**src/rtl/example_mac_acc.sv**
```systemverilog
// -----------------------------------------------------------------------------
// example_mac_acc
//   Accumulates a group of signed products from an upstream multiplier and
//   emits one rounded, scaled result per group. A group ends after N_TERMS
//   products, or earlier on a transfer that carries in_last. The result is
//   (sum + 2^(SHIFT-1)) >>> SHIFT, i.e. round half up, and appears on
//   out_valid one cycle after the last product. The result is held until it
//   is taken with out_ready. No new products are accepted while a result is
//   pending.
//
// Configuration macro:
//   EXAMPLE_MAC_ACC_SAT_EN  defined   : clip result to DOUT_WIDTH range and
//                                       flag clipping on out_sat
//                           undefined : keep the low DOUT_WIDTH bits of the
//                                       result (wrap); out_sat is always 0
//
// Ports:
//   ap_clk     in   1           clock, all state on rising edge
//   ap_rst_n   in   1           asynchronous active-low reset
//   in_data    in   DIN_WIDTH   signed product
//   in_valid   in   1           product valid
//   in_last    in   1           early end of group
//   in_ready   out  1           product accepted this cycle (only in S_ACC)
//   out_data   out  DOUT_WIDTH  signed result
//   out_sat    out  1           result was clipped
//   out_valid  out  1           result valid
//   out_ready  in   1           downstream takes result
// -----------------------------------------------------------------------------
module example_mac_acc #(
    parameter int DIN_WIDTH  = 21,
    parameter int ACC_WIDTH  = 28,
    parameter int DOUT_WIDTH = 16,
    parameter int N_TERMS    = 8,
    parameter int SHIFT      = 5
) (
    input  logic                         ap_clk,
    input  logic                         ap_rst_n,
    input  logic signed [DIN_WIDTH-1:0]  in_data,
    input  logic                         in_valid,
    input  logic                         in_last,
    output logic                         in_ready,
    output logic signed [DOUT_WIDTH-1:0] out_data,
    output logic                         out_sat,
    output logic                         out_valid,
    input  logic                         out_ready
);

    localparam int CNT_W = $clog2(N_TERMS) + 1;
    // One extra bit so the rounding constant can never overflow the sum.
    localparam int RW    = ACC_WIDTH + 1;
    localparam logic [RW-1:0] ROUND = RW'(1) << (SHIFT - 1);

    typedef enum logic {
        S_ACC = 1'b0,
        S_OUT = 1'b1
    } state_t;

    state_t                         state_q, state_d;
    logic signed [ACC_WIDTH-1:0]    acc_q, acc_d;
    logic        [CNT_W-1:0]        cnt_q, cnt_d;
    logic signed [DOUT_WIDTH-1:0]   out_data_q, out_data_d;
    logic                           out_sat_q, out_sat_d;
    logic                           out_valid_q, out_valid_d;

    logic signed [ACC_WIDTH-1:0]    sum;
    logic signed [RW-1:0]           rnd;
    logic signed [DOUT_WIDTH-1:0]   res_data;
    logic                           res_sat;
    logic                           is_last;

    assign in_ready  = (state_q == S_ACC);
    assign out_data  = out_data_q;
    assign out_sat   = out_sat_q;
    assign out_valid = out_valid_q;

    assign is_last = in_last || (cnt_q == CNT_W'(N_TERMS - 1));

    // Final sum including the product on the input this cycle; ACC_WIDTH is
    // sized so this addition cannot overflow over a full group.
    assign sum = acc_q + {{(ACC_WIDTH - DIN_WIDTH){in_data[DIN_WIDTH-1]}}, in_data};
    assign rnd = {sum[ACC_WIDTH-1], sum} + ROUND;

`ifdef EXAMPLE_MAC_ACC_SAT_EN
    // Wide enough to hold both the shifted sum and the output range plus a
    // sign bit, so the range test below is a plain sign-bit comparison.
    localparam int EW = ((RW > DOUT_WIDTH) ? RW : DOUT_WIDTH) + 1;

    logic signed [EW-1:0]           r_ext;
    logic        [EW-DOUT_WIDTH:0]  r_top;
    logic                           r_fits;

    always_comb begin
        r_ext  = EW'(rnd >>> SHIFT);
        // The value fits DOUT_WIDTH iff every bit from the output sign bit
        // upward is a copy of that sign bit.
        r_top  = r_ext[EW-1:DOUT_WIDTH-1];
        r_fits = (&r_top) | ~(|r_top);
        if (r_fits) begin
            res_data = r_ext[DOUT_WIDTH-1:0];
            res_sat  = 1'b0;
        end else begin
            res_data = r_ext[EW-1] ? {1'b1, {(DOUT_WIDTH-1){1'b0}}}
                                   : {1'b0, {(DOUT_WIDTH-1){1'b1}}};
            res_sat  = 1'b1;
        end
    end
`else
    always_comb begin
        res_data = DOUT_WIDTH'(rnd >>> SHIFT);
        res_sat  = 1'b0;
    end
`endif

    always_comb begin
        // NOTE: every variable gets a default first so no path leaves it
        // unassigned, which would otherwise infer a latch.
        state_d     = state_q;
        acc_d       = acc_q;
        cnt_d       = cnt_q;
        out_data_d  = out_data_q;
        out_sat_d   = out_sat_q;
        out_valid_d = out_valid_q;

        unique case (state_q)
            S_ACC: begin
                if (in_valid) begin
                    acc_d = sum;
                    cnt_d = cnt_q + CNT_W'(1);
                    if (is_last) begin
                        state_d     = S_OUT;
                        out_valid_d = 1'b1;
                        out_data_d  = res_data;
                        out_sat_d   = res_sat;
                    end
                end
            end
            S_OUT: begin
                // Inputs are ignored here; only the output handshake matters.
                if (out_ready) begin
                    state_d     = S_ACC;
                    acc_d       = '0;
                    cnt_d       = '0;
                    out_valid_d = 1'b0;
                end
            end
            default: state_d = S_ACC;
        endcase
    end

    // NOTE: state registers use non-blocking assignments so every flop samples
    // its input from before the edge, independent of statement order.
    always_ff @(posedge ap_clk or negedge ap_rst_n) begin
        if (!ap_rst_n) begin
            state_q     <= S_ACC;
            acc_q       <= '0;
            cnt_q       <= '0;
            out_data_q  <= '0;
            out_sat_q   <= 1'b0;
            out_valid_q <= 1'b0;
        end else begin
            state_q     <= state_d;
            acc_q       <= acc_d;
            cnt_q       <= cnt_d;
            out_data_q  <= out_data_d;
            out_sat_q   <= out_sat_d;
            out_valid_q <= out_valid_d;
        end
    end

endmodule

```
**config.mk**
```make
export PLATFORM = sky130hd
export DESIGN_NAME = example_mac_acc
export DESIGN_NICKNAME = d
export VERILOG_FILES = /design/src/rtl/example_mac_acc.sv
export SDC_FILE = /design/constraint.sdc
export NUM_CORES = 1
export LEC_CHECK = 0
export ABC_AREA = 0
export BUFFER_PORTS_ARGS = -buffer_cell sky130_fd_sc_hd__buf_2
export CAP_MARGIN = 20
export CORE_ASPECT_RATIO = 0.9
export CORE_MARGIN = 2
export CORE_UTILIZATION = 42
export DETAILED_ROUTE_END_ITERATION = 10
export GPL_TIMING_DRIVEN = 0
export PLACE_DENSITY = 0.63
export SETUP_SLACK_MARGIN = 0.3
export SLEW_MARGIN = 10
export SYNTH_ARGS = -nofsm -noshare
export SYNTH_HDL_FRONTEND = slang
export SYNTH_SLANG_ARGS = --single-unit
```
**constraint.sdc**
```tcl
create_clock -name ap_clk -period 3.55 [get_ports ap_clk]
set_input_delay 1.065 -clock ap_clk [delete_from_list [all_inputs] [get_ports ap_clk]]
set_output_delay 1.065 -clock ap_clk [all_outputs]
set_load 0.03 [all_outputs]
```
==> results.cfg, run 1 <==
[status]
status = completed

[placed_design]
postPlaceCellArea_um2 = 3456
dpl.hpwl_mm = 5.784
dp_cells = 476
port_buffers = 43
gp_congestion = 0.8500

[synth]
synthXorXnorAreaFrac_pct = 7.836
yosys.area_share.simple_pct = 20.44
syn_inst = 340
yosysUniqueCellTypes = 47
yosysTopAreaCell = dfrtp_1
yosysWarnings = 0
async_flop_share_pct = 100.0
netlist.area_leader.share_pct = 35.66
syn_area_um2 = 3018
synth_top_family_by_area = compound AO/OA/AOI/OAI gates
synth-seq-cells = 43
syn-num-nets = 389
synth_fa_ha_area_share_pct = 9.784
seq_area_frac_synth_pct = 35.66
synth_compound_area_share_pct = 23.42
synth_edf_count = 0
ys_top_cells_by_area = dfrtp_1 (36%), ha_1 (9.1%), nand2_1 (5.8%)
syn_avg_cell_area_um2 = 8.876
synthMuxAreaShare_pct = 0
synthFlopType = dfrtp_1

[clock_network]
clock_sinks = 43
clkTransAtPathRegs_ns = 0.09
hold_buffers = 0
cts-buffers-inserted = 5
htree_num_levels = 2
cts_tree = yes
cts.path.max_buffers = 2
clk_latency_ns = 0.31
cts_root_buf = clkbuf_8

[timing]
slew_violations = 0
finalSetupViolations = 0
tightest_slew_ns = 0.6125
fin_skew_ns = 0.01047
rsz0062_at_grt = yes
fin_crit_ns = 3.432
clock.fmax_mhz = 291.4
finalCritPeriodShare_pct = 96.66
slew_headroom_pct = 59.17
hold_violations = 0

[route]
drt-initial-drc-count = 67
drtPass1Iterations = 4
num_vias = 2833
vias_per_cell = 5.544
drcViolationCount = 0
drt_wl_total_mm = 8.195
wl_per_cell_um = 16.04
antenna_left = 0

[critical_path]
setup.worst_path.end_class = flop
path_max_fanout = 6
arrival_ns = 3.66
start_kind = input pin
required_ns = 3.78
critPathKind = in2reg

[job]
cap_viol_max_count = 0

[global_route]
grt_overflow_total = 0
antenna_found_initial = 0
grt_pass1_wl_mm = 13.73
grtUsageTotal_pct = 21.84
grt_pass1_vias = 2828
grt_max_degree = 44

[layout]
area_growth_pct = 32.13
layout_common_cells = nand2_1 (46), dfrtp_1 (43), buf_2 (39)
antennaDiodeCount = 0
fin_nets = 466
fillers = 651
layoutNonFillerInstCount = 511
stdcell_area_um2 = 3988
layout-drive-gt1-share_pct = 30.62
layout_commonest_cell = nand2_1

[power_and_ir_drop]
power.leakage_nw = 1.810
p_int_mw = 2.061
finalPower_mw = 3.990
seq_power_share_pct = 21.1
power.share.clock_pct = 8.2
p_sw_mw = 1.930
powerDensity_nw_per_um2 = 1001
combPwrFrac_pct = 70.7
irDropWorstVdd_uv = 470.4
switching_share_pct = 48.36

[min_path]
hold_class = reg2reg

[floorplanning]
ioPinCount = 45
core_area_um2 = 7003
die_w_um = 93.35
dieArea_um2 = 7880
std_cell_rows = 29
die_y_um = 84.42
start_util_pct = 43.09
## cell families after synthesis
family	count (synthesis)
AOI/OAI and AO/OA	108
buffers and inverters	21
and+or+nand+nor	117
adders and majority gates	23
DFF	43
xor gates and xnor gates	27
other	1
## flip-flops by register name, summed over array words and instances, names as in the netlist
signal / count
acc_q: 21
cnt_q: 4
out_valid: 1
state_q: 1
out_data: 16
## stage by stage
step / hold slack (ns) / TNS (ns) / setup slack [ns] / util (%)
4_1_cts: 0.4900 / 0 / 0.1086 / 54.85
3_5_place_dp: 0.4699 / -2.185 / -0.5341 / 49.35
6_report: 0.4843 / 0 / 0.1184 / 56.94
5_1_grt: 0.5190 / 0 / 0.01133 / 56.94
3_3_place_gp: 0.4586 / -1.899 / -0.4880 / 49.35
2_1_floorplan: 0.4538 / -0.01034 / -0.01034 / -
## worst max-delay path, cell delays in order
cell	delay [ns]
buf_6	0.08
ha_4	0.13
inv_2	0.03
fa_2	0.33
nand2b_4	0.17
a21oi_4	0.23
o2111ai_4	0.16
a21o_4	0.29
o21ai_4	0.23
and2_4	0.19
a221oi_4	0.09
or4_1	0.49
a31oi_1	0.17
## final timing paths
path / from / end / slack, ns / cells after the start
max in group asynchronous: ap_rst_n / out_valid / 2.43 / 2
max reg2reg: acc_q[8] / out_data[14] / 0.55 / 10
min in group asynchronous: ap_rst_n / acc_q[17] / 0.63 / 1
max: in_data[0] / out_data[14] / 0.12 / 13
min reg2reg: out_valid / out_valid / 0.48 / 2
min: out_valid / out_valid / 0.48 / 2
## metal layers
layer  wire length (um)  vias to the layer above  global-route usage [%]
li1                   -                     1383                       -
met1               3769                     1384                   29.04
met2               4019                       53                   37.21
met3                294                       13                   3.770
met4                111                        0                   5.080
met5                  0                        -                       0
## synth_stat cells (9+ instances only)
master,n
xnor2_1,14
nor2_1,16
nand3_1,13
o21ai_0,35
clkbuf_1,11
a22o_1,14
dfrtp_1,43
ha_1,22
inv_1,9
a21oi_1,22
nand2_1,47
xor2_1,13
## what timing repair did
item | CTS | global route
resized for setup | 29 | 20
setup buffers | 18 | 8
setup endpoints to repair | 8 | 13
pin swaps | 22 | 15
## cell type report
| type | count | area, um2 | share of cell area [%] |
|---|---|---|---|
| buffer | 12 | 52.55 | 1.318 |
| clock buffer | 6 | 72.57 | 1.820 |
| clock inverter | 2 | 12.51 | 0.3138 |
| inverter | 9 | 33.78 | 0.8472 |
| multi-input combinational | 276 | 2168 | 54.38 |
| sequential | 43 | 1076 | 26.98 |
| tap | 93 | 116.4 | 2.918 |
| timing repair buffer | 70 | 455.4 | 11.42 |
## power by group through the flow
stage | clock [mW] | combinational [mW] | sequential (mW)
after floorplan | 0 | 1.59 | 0.995
after global placement | 0 | 2.22 | 0.838
after detailed placement | 0 | 2.25 | 0.847
after CTS | 0.328 | 2.64 | 0.841
after global routing | 0.353 | 3.11 | 0.866
final | 0.327 | 2.82 | 0.841
Power figures use the tool's default switching activity.
==> run 2: changes to the inputs <==
--- a/config.mk
+++ b/config.mk
@@ -9,7 +9,7 @@
 export BUFFER_PORTS_ARGS = -buffer_cell sky130_fd_sc_hd__buf_2
 export CAP_MARGIN = 20
 export CORE_ASPECT_RATIO = 0.9
-export CORE_MARGIN = 2
+export CORE_MARGIN = 1.5
 export CORE_UTILIZATION = 42
 export DETAILED_ROUTE_END_ITERATION = 10
 export GPL_TIMING_DRIVEN = 0
==> constraint.sdc (replaced) <==
create_clock -name ap_clk -period 3.8 [get_ports ap_clk]
set_input_delay 1.14 -clock ap_clk [delete_from_list [all_inputs] [get_ports ap_clk]]
set_output_delay 1.14 -clock ap_clk [all_outputs]
set_load 0.03 [all_outputs]
==> run 2 against run 1 <==
Compared with the run above:
- clock power down 3%
- die area down 2.2%
- critical path type unchanged
- largest cell class unchanged
- clock-buffer cell count down 1
- utilization down 0.14 points
==> results.cfg, run 2 (synthesis results as in run 1) <==
[status]
status = completed

[timing]
fin_skew_ns = 0.006919
slew_violations = 0
clock.fmax_mhz = 286.2
finalCritPeriodShare_pct = 91.95
hold_violations = 0
rsz0062_at_grt = yes
finalSetupViolations = 0
fin_crit_ns = 3.494
tightest_slew_ns = 0.6373
slew_headroom_pct = 57.51

[critical_path]
worst_r2r_endpoint = out_data[14]
crit_end = out_data[14]
crit_chain = buf_6 -> ha_4 -> a21o_1 -> a221o_1 -> a221o_1 -> a211oi_4 -> nand3b_4 -> nor4b_4 -> nand2_1 -> or4_1 -> a31oi_1
crit_family = compound AO/OA/AOI/OAI gates
critPathMaxStageDelay_ns = 0.42
critPathKind = in2reg
crit_path_frequent_cell = a221o_1
r2r-start = acc_q[6]
ff2ff_setup_slack_ns = 0.77
setup.worst_path.end_class = flop
required_ns = 4.03
start_kind = input pin
path_max_fanout = 4
crit_buf_inv = 1
reg2reg_depth = 10
arrival_ns = 3.73
crit_cells = 11
crit_start = in_data[6]
critPathSlowestCell = or4_1

[power_and_ir_drop]
powerDensity_nw_per_um2 = 928.2
irDropWorstVdd_uv = 439.5
finalPower_mw = 3.692
power.leakage_nw = 1.802

[route]
drt-initial-drc-count = 92
antenna_left = 0
drtPass1Iterations = 4
drcViolationCount = 0
drt_wl_total_mm = 7.862
wl_per_cell_um = 15.42
vias_per_cell = 5.549
num_vias = 2830

[floorplanning]
std_cell_rows = 29
ioPinCount = 45
core_area_um2 = 7003
dieArea_um2 = 7703
die_y_um = 83.42
die_w_um = 92.35
start_util_pct = 43.09

[global_route]
grt.met2_usage_pct = 36.97
grt_pass1_vias = 2745
grt_util_met1_pct = 27.31
grt_busiest_layer = met2
grt_util_met3_pct = 3.114
grt_max_degree = 44
grtUsageTotal_pct = 21.26
antenna_found_initial = 0
grt_pass1_wl_mm = 12.96
grt_overflow_total = 0

[min_path]
hold_class = reg2reg

[layout]
layout-drive-gt1-share_pct = 29.74
area_growth_pct = 31.80
layout_commonest_cell = nand2_1
largest_reg_flops = 21
antennaDiodeCount = 0
layout_common_cells = nand2_1 (47), dfrtp_1 (43), buf_2 (39)
fillers = 628
layoutNonFillerInstCount = 510
largest-register = acc_q
fin_nets = 465

[placed_design]
gp_congestion = 0.8805
dpl.hpwl_mm = 5.519
port_buffers = 43
dp_cells = 476

[clock_network]
clk_latency_ns = 0.31
cts_root_buf = clkbuf_8
clkTransAtPathRegs_ns = 0.09
htree_num_levels = 2
clock_sinks = 43
cts-buffers-inserted = 5
cts_tree = yes
cts.path.max_buffers = 2

[job]
cap_viol_max_count = 0
==> run 2: cell types whose count changed in the layout (fill, tap and decap cells not counted), moves of 2 or more <==
cell and delta:
nand3_2 -2, nand3_1 +2, o21ai_0 +5, o21ai_1 -5
==> run 2: worst min-delay path: cells and delay by family (launching register included) <==
family        cells  cell delay, ns
flops             1            0.35
simple gates      2            0.10
==> run 2: what timing repair did <==
action / CTS / global route
hold buffers: 0 / 0
setup endpoints to repair: 6 / 10
pin swaps: 16 / 13
buffers inserted: 21 / 4
gates resized for setup: 30 / 18
==> run 2: how the worst min path moves through the flow <==
stage | from | endpoint | slack [ns] | cells after the start
2_1_floorplan | acc_q[10] | acc_q[10] | 0.45 | 2
3_3_place_gp | out_valid | out_valid | 0.46 | 2
3_5_place_dp | out_valid | out_valid | 0.46 | 2
4_1_cts | out_valid | out_valid | 0.49 | 2
5_1_grt | out_data[13] | out_data[13] | 0.51 | 2
6_report | out_valid | out_valid | 0.48 | 2
==> run 2: area by class of cell <==
type / count / area, um2 / area share (%)
Tap cell: 93 / 116.4 / 2.925
Clock buffer: 5 / 68.82 / 1.730
Sequential cell: 43 / 1076 / 27.05
Buffer: 12 / 52.55 / 1.321
Timing Repair Buffer: 69 / 447.9 / 11.26
Clock inverter: 3 / 23.77 / 0.5977
Inverter: 9 / 33.78 / 0.8493
Multi-Input combinational cell: 276 / 2158 / 54.26
==> run 2: routing by layer <==
layer / wire, um / up-vias
li1: - / 1389
met1: 3676 / 1366
met2: 3797 / 62
met3: 267 / 13
met4: 120 / 0
met5: 0 / -
==> run 2: per-stage QoR <==
stage / area, um2 / hold slack [ns] / util, % / worst slack [ns] / setup TNS [ns]
3_3_place_gp: 3426 / 0.4576 / 48.92 / -0.3127 / -1.009
6_report: 3978 / 0.4787 / 56.80 / 0.3058 / 0
3_5_place_dp: 3426 / 0.4640 / 48.92 / -0.3662 / -1.277
5_1_grt: 3978 / 0.5116 / 56.80 / 0.1930 / 0
4_1_cts: 3845 / 0.4870 / 54.90 / 0.2805 / 0
2_1_floorplan: 3094 / 0.4538 / - / 0.1646 / 0
==> run 2: where the power goes <==
| group | switching [mW] | internal [mW] |
|---|---|---|
| logic | 1.48 | 1.11 |
| clock network | 0.185 | 0.132 |
| registers | 0.126 | 0.657 |
==> run 3: changes to the inputs <==
--- a/config.mk
+++ b/config.mk
@@ -7,10 +7,10 @@
 export LEC_CHECK = 0
 export ABC_AREA = 0
 export BUFFER_PORTS_ARGS = -buffer_cell sky130_fd_sc_hd__buf_2
-export CAP_MARGIN = 20
 export CORE_ASPECT_RATIO = 0.9
 export CORE_MARGIN = 1.5
 export CORE_UTILIZATION = 42
+export CTS_BUF_LIST = sky130_fd_sc_hd__clkbuf_8
 export DETAILED_ROUTE_END_ITERATION = 10
 export GPL_TIMING_DRIVEN = 0
 export PLACE_DENSITY = 0.63
==> run 3 against run 2 <==
Compared with the run above:
- critical path depth is the same
- die area unchanged
- worst setup slack about the same
- sequential share of layout area is 0.14 points higher
- largest cell class unchanged
- via count down 0.42%
- highest routed layer unchanged
- global-route usage is the same
- utilization is 0.29 points lower
- combinational power barely moved
- power barely moved
- routed wire length about the same
==> results.cfg, run 3 (synthesis results as in run 1) <==
[floorplanning]
std_cell_rows = 29
die_w_um = 92.35
ioPinCount = 45
die_y_um = 83.42
dieArea_um2 = 7703
core_area_um2 = 7003
start_util_pct = 43.09

[layout]
largest-register = acc_q
fillers = 630
layout-drive-gt1-share_pct = 29.57
layout_commonest_cell = nand2_1
antennaDiodeCount = 0
layout_common_cells = nand2_1 (47), dfrtp_1 (43), buf_2 (39)
multiInputGateArea_um2 = 2158
fin_nets = 464
layoutNonFillerInstCount = 509
area_growth_pct = 31.14
register_area_um2 = 1076
utilization_pct = 56.51
largest_reg_flops = 21

[global_route]
antenna_found_initial = 0
grt_pass1_vias = 2745
grtUsageTotal_pct = 21.26
grt_pass1_wl_mm = 12.96
grt_max_degree = 44
grt_overflow_total = 0

[critical_path]
start_kind = input pin
crit_buf_inv = 1
critPathSlowestCell = or4_1
required_ns = 4.03
critPathMaxStageDelay_ns = 0.42
crit_family = compound AO/OA/AOI/OAI gates
path_max_fanout = 4
critPathKind = in2reg
ff2ff_setup_slack_ns = 0.77
crit_chain = buf_6 -> ha_4 -> a21o_1 -> a221o_1 -> a221o_1 -> a211oi_4 -> nand3b_4 -> nor4b_4 -> nand2_1 -> or4_1 -> a31oi_1
r2r-start = acc_q[6]
reg2reg_depth = 10
arrival_ns = 3.73
worst_r2r_endpoint = out_data[14]
setup.worst_path.end_class = flop
crit_path_frequent_cell = a221o_1

[min_path]
hold_depth = 2
min_from = out_valid
hold_class = reg2reg
hold_end = out_valid

[clock_network]
cts-buffers-inserted = 5
cts_tree = yes
cts.path.max_buffers = 2
cts_root_buf = clkbuf_8
hold_buffers = 0
clk_latency_ns = 0.31
clkTransAtPathRegs_ns = 0.09
htree_num_levels = 2
clock_sinks = 43

[route]
drtPass1Iterations = 4
antenna_left = 0
vias_per_cell = 5.536
drt-initial-drc-count = 119
drcViolationCount = 0
drt_wl_total_mm = 7.863
num_vias = 2818
wl_per_cell_um = 15.45

[placed_design]
dpl.hpwl_mm = 5.519
port_buffers = 43
dp_cells = 476
gp_congestion = 0.8805

[status]
status = completed

[power_and_ir_drop]
powerDensity_nw_per_um2 = 932.4
finalPower_mw = 3.690
power.leakage_nw = 1.793
irDropWorstVdd_uv = 440.0

[job]
cap_viol_max_count = 0

[timing]
fin_skew_ns = 0.006284
hold_violations = 0
slew_headroom_pct = 34.19
fin_crit_ns = 3.495
hold_ws_ns = 0.4788
slew_violations = 0
tns_ns = 0
clock.fmax_mhz = 286.2
finalCritPeriodShare_pct = 91.96
tightest_slew_ns = 0.9872
finalSetupViolations = 0
rsz0062_at_grt = yes
## run 3: cell count changes in the layout (fill, tap and decap cells not counted), sizes merged
cell  delta
buf      -1
## run 3: tightest hold or removal path: stages, from the launching register on
cell	delay [ns]
dfrtp_1	0.35
nand2_1	0.05
nand2_1	0.05
## run 3: what timing repair did
item                                    CTS  global route
endpoints found under the setup margin    6            10
pin swaps                                16            13
buffers inserted                         21             4
gates resized for setup                  30            18
## run 3: cell type report
| cell class | count | share of cell area (%) |
|---|---|---|
| flip-flops and latches | 43 | 27.19 |
| clock inverters | 3 | 0.6007 |
| plain buffers | 12 | 1.328 |
| multi-input cells | 276 | 54.54 |
| clock buffers | 5 | 1.739 |
| repair buffers | 68 | 10.81 |
| well taps | 93 | 2.940 |
| inverters | 9 | 0.8536 |
## run 3: worst max-delay path by stage
stage | from | to | slack, ns | cells after the start
2_1_floorplan | in_data[6] | out_data[14] | 0.16 | 10
3_3_place_gp | in_data[0] | out_data[15] | -0.31 | 13
3_5_place_dp | in_data[0] | out_data[15] | -0.37 | 13
4_1_cts | in_data[6] | out_data[14] | 0.28 | 11
5_1_grt | in_data[5] | out_data[15] | 0.19 | 12
6_report | in_data[6] | out_data[14] | 0.31 | 11
## run 3: through the flow
step           worst slack [ns]  area [um2]
2_1_floorplan            0.1646        3094
3_3_place_gp            -0.3127        3426
3_5_place_dp            -0.3662        3426
4_1_cts                  0.2805        3845
5_1_grt                  0.1930        3958
6_report                 0.3053        3958
## run 3: per-layer routing
layer,vias to the layer above,global-route usage [%],wire length (um)
met5,-,0,0
li1,1388,-,-
met2,71,36.97,3786
met1,1344,27.31,3630
met3,15,3.114,327
met4,0,5.734,119
## run 3: report_power, final
part	leakage [nW]	switching, mW	internal (mW)
registers	0.538	0.126	0.656
clock network	0.0408	0.185	0.132
logic	1.21	1.48	1.11
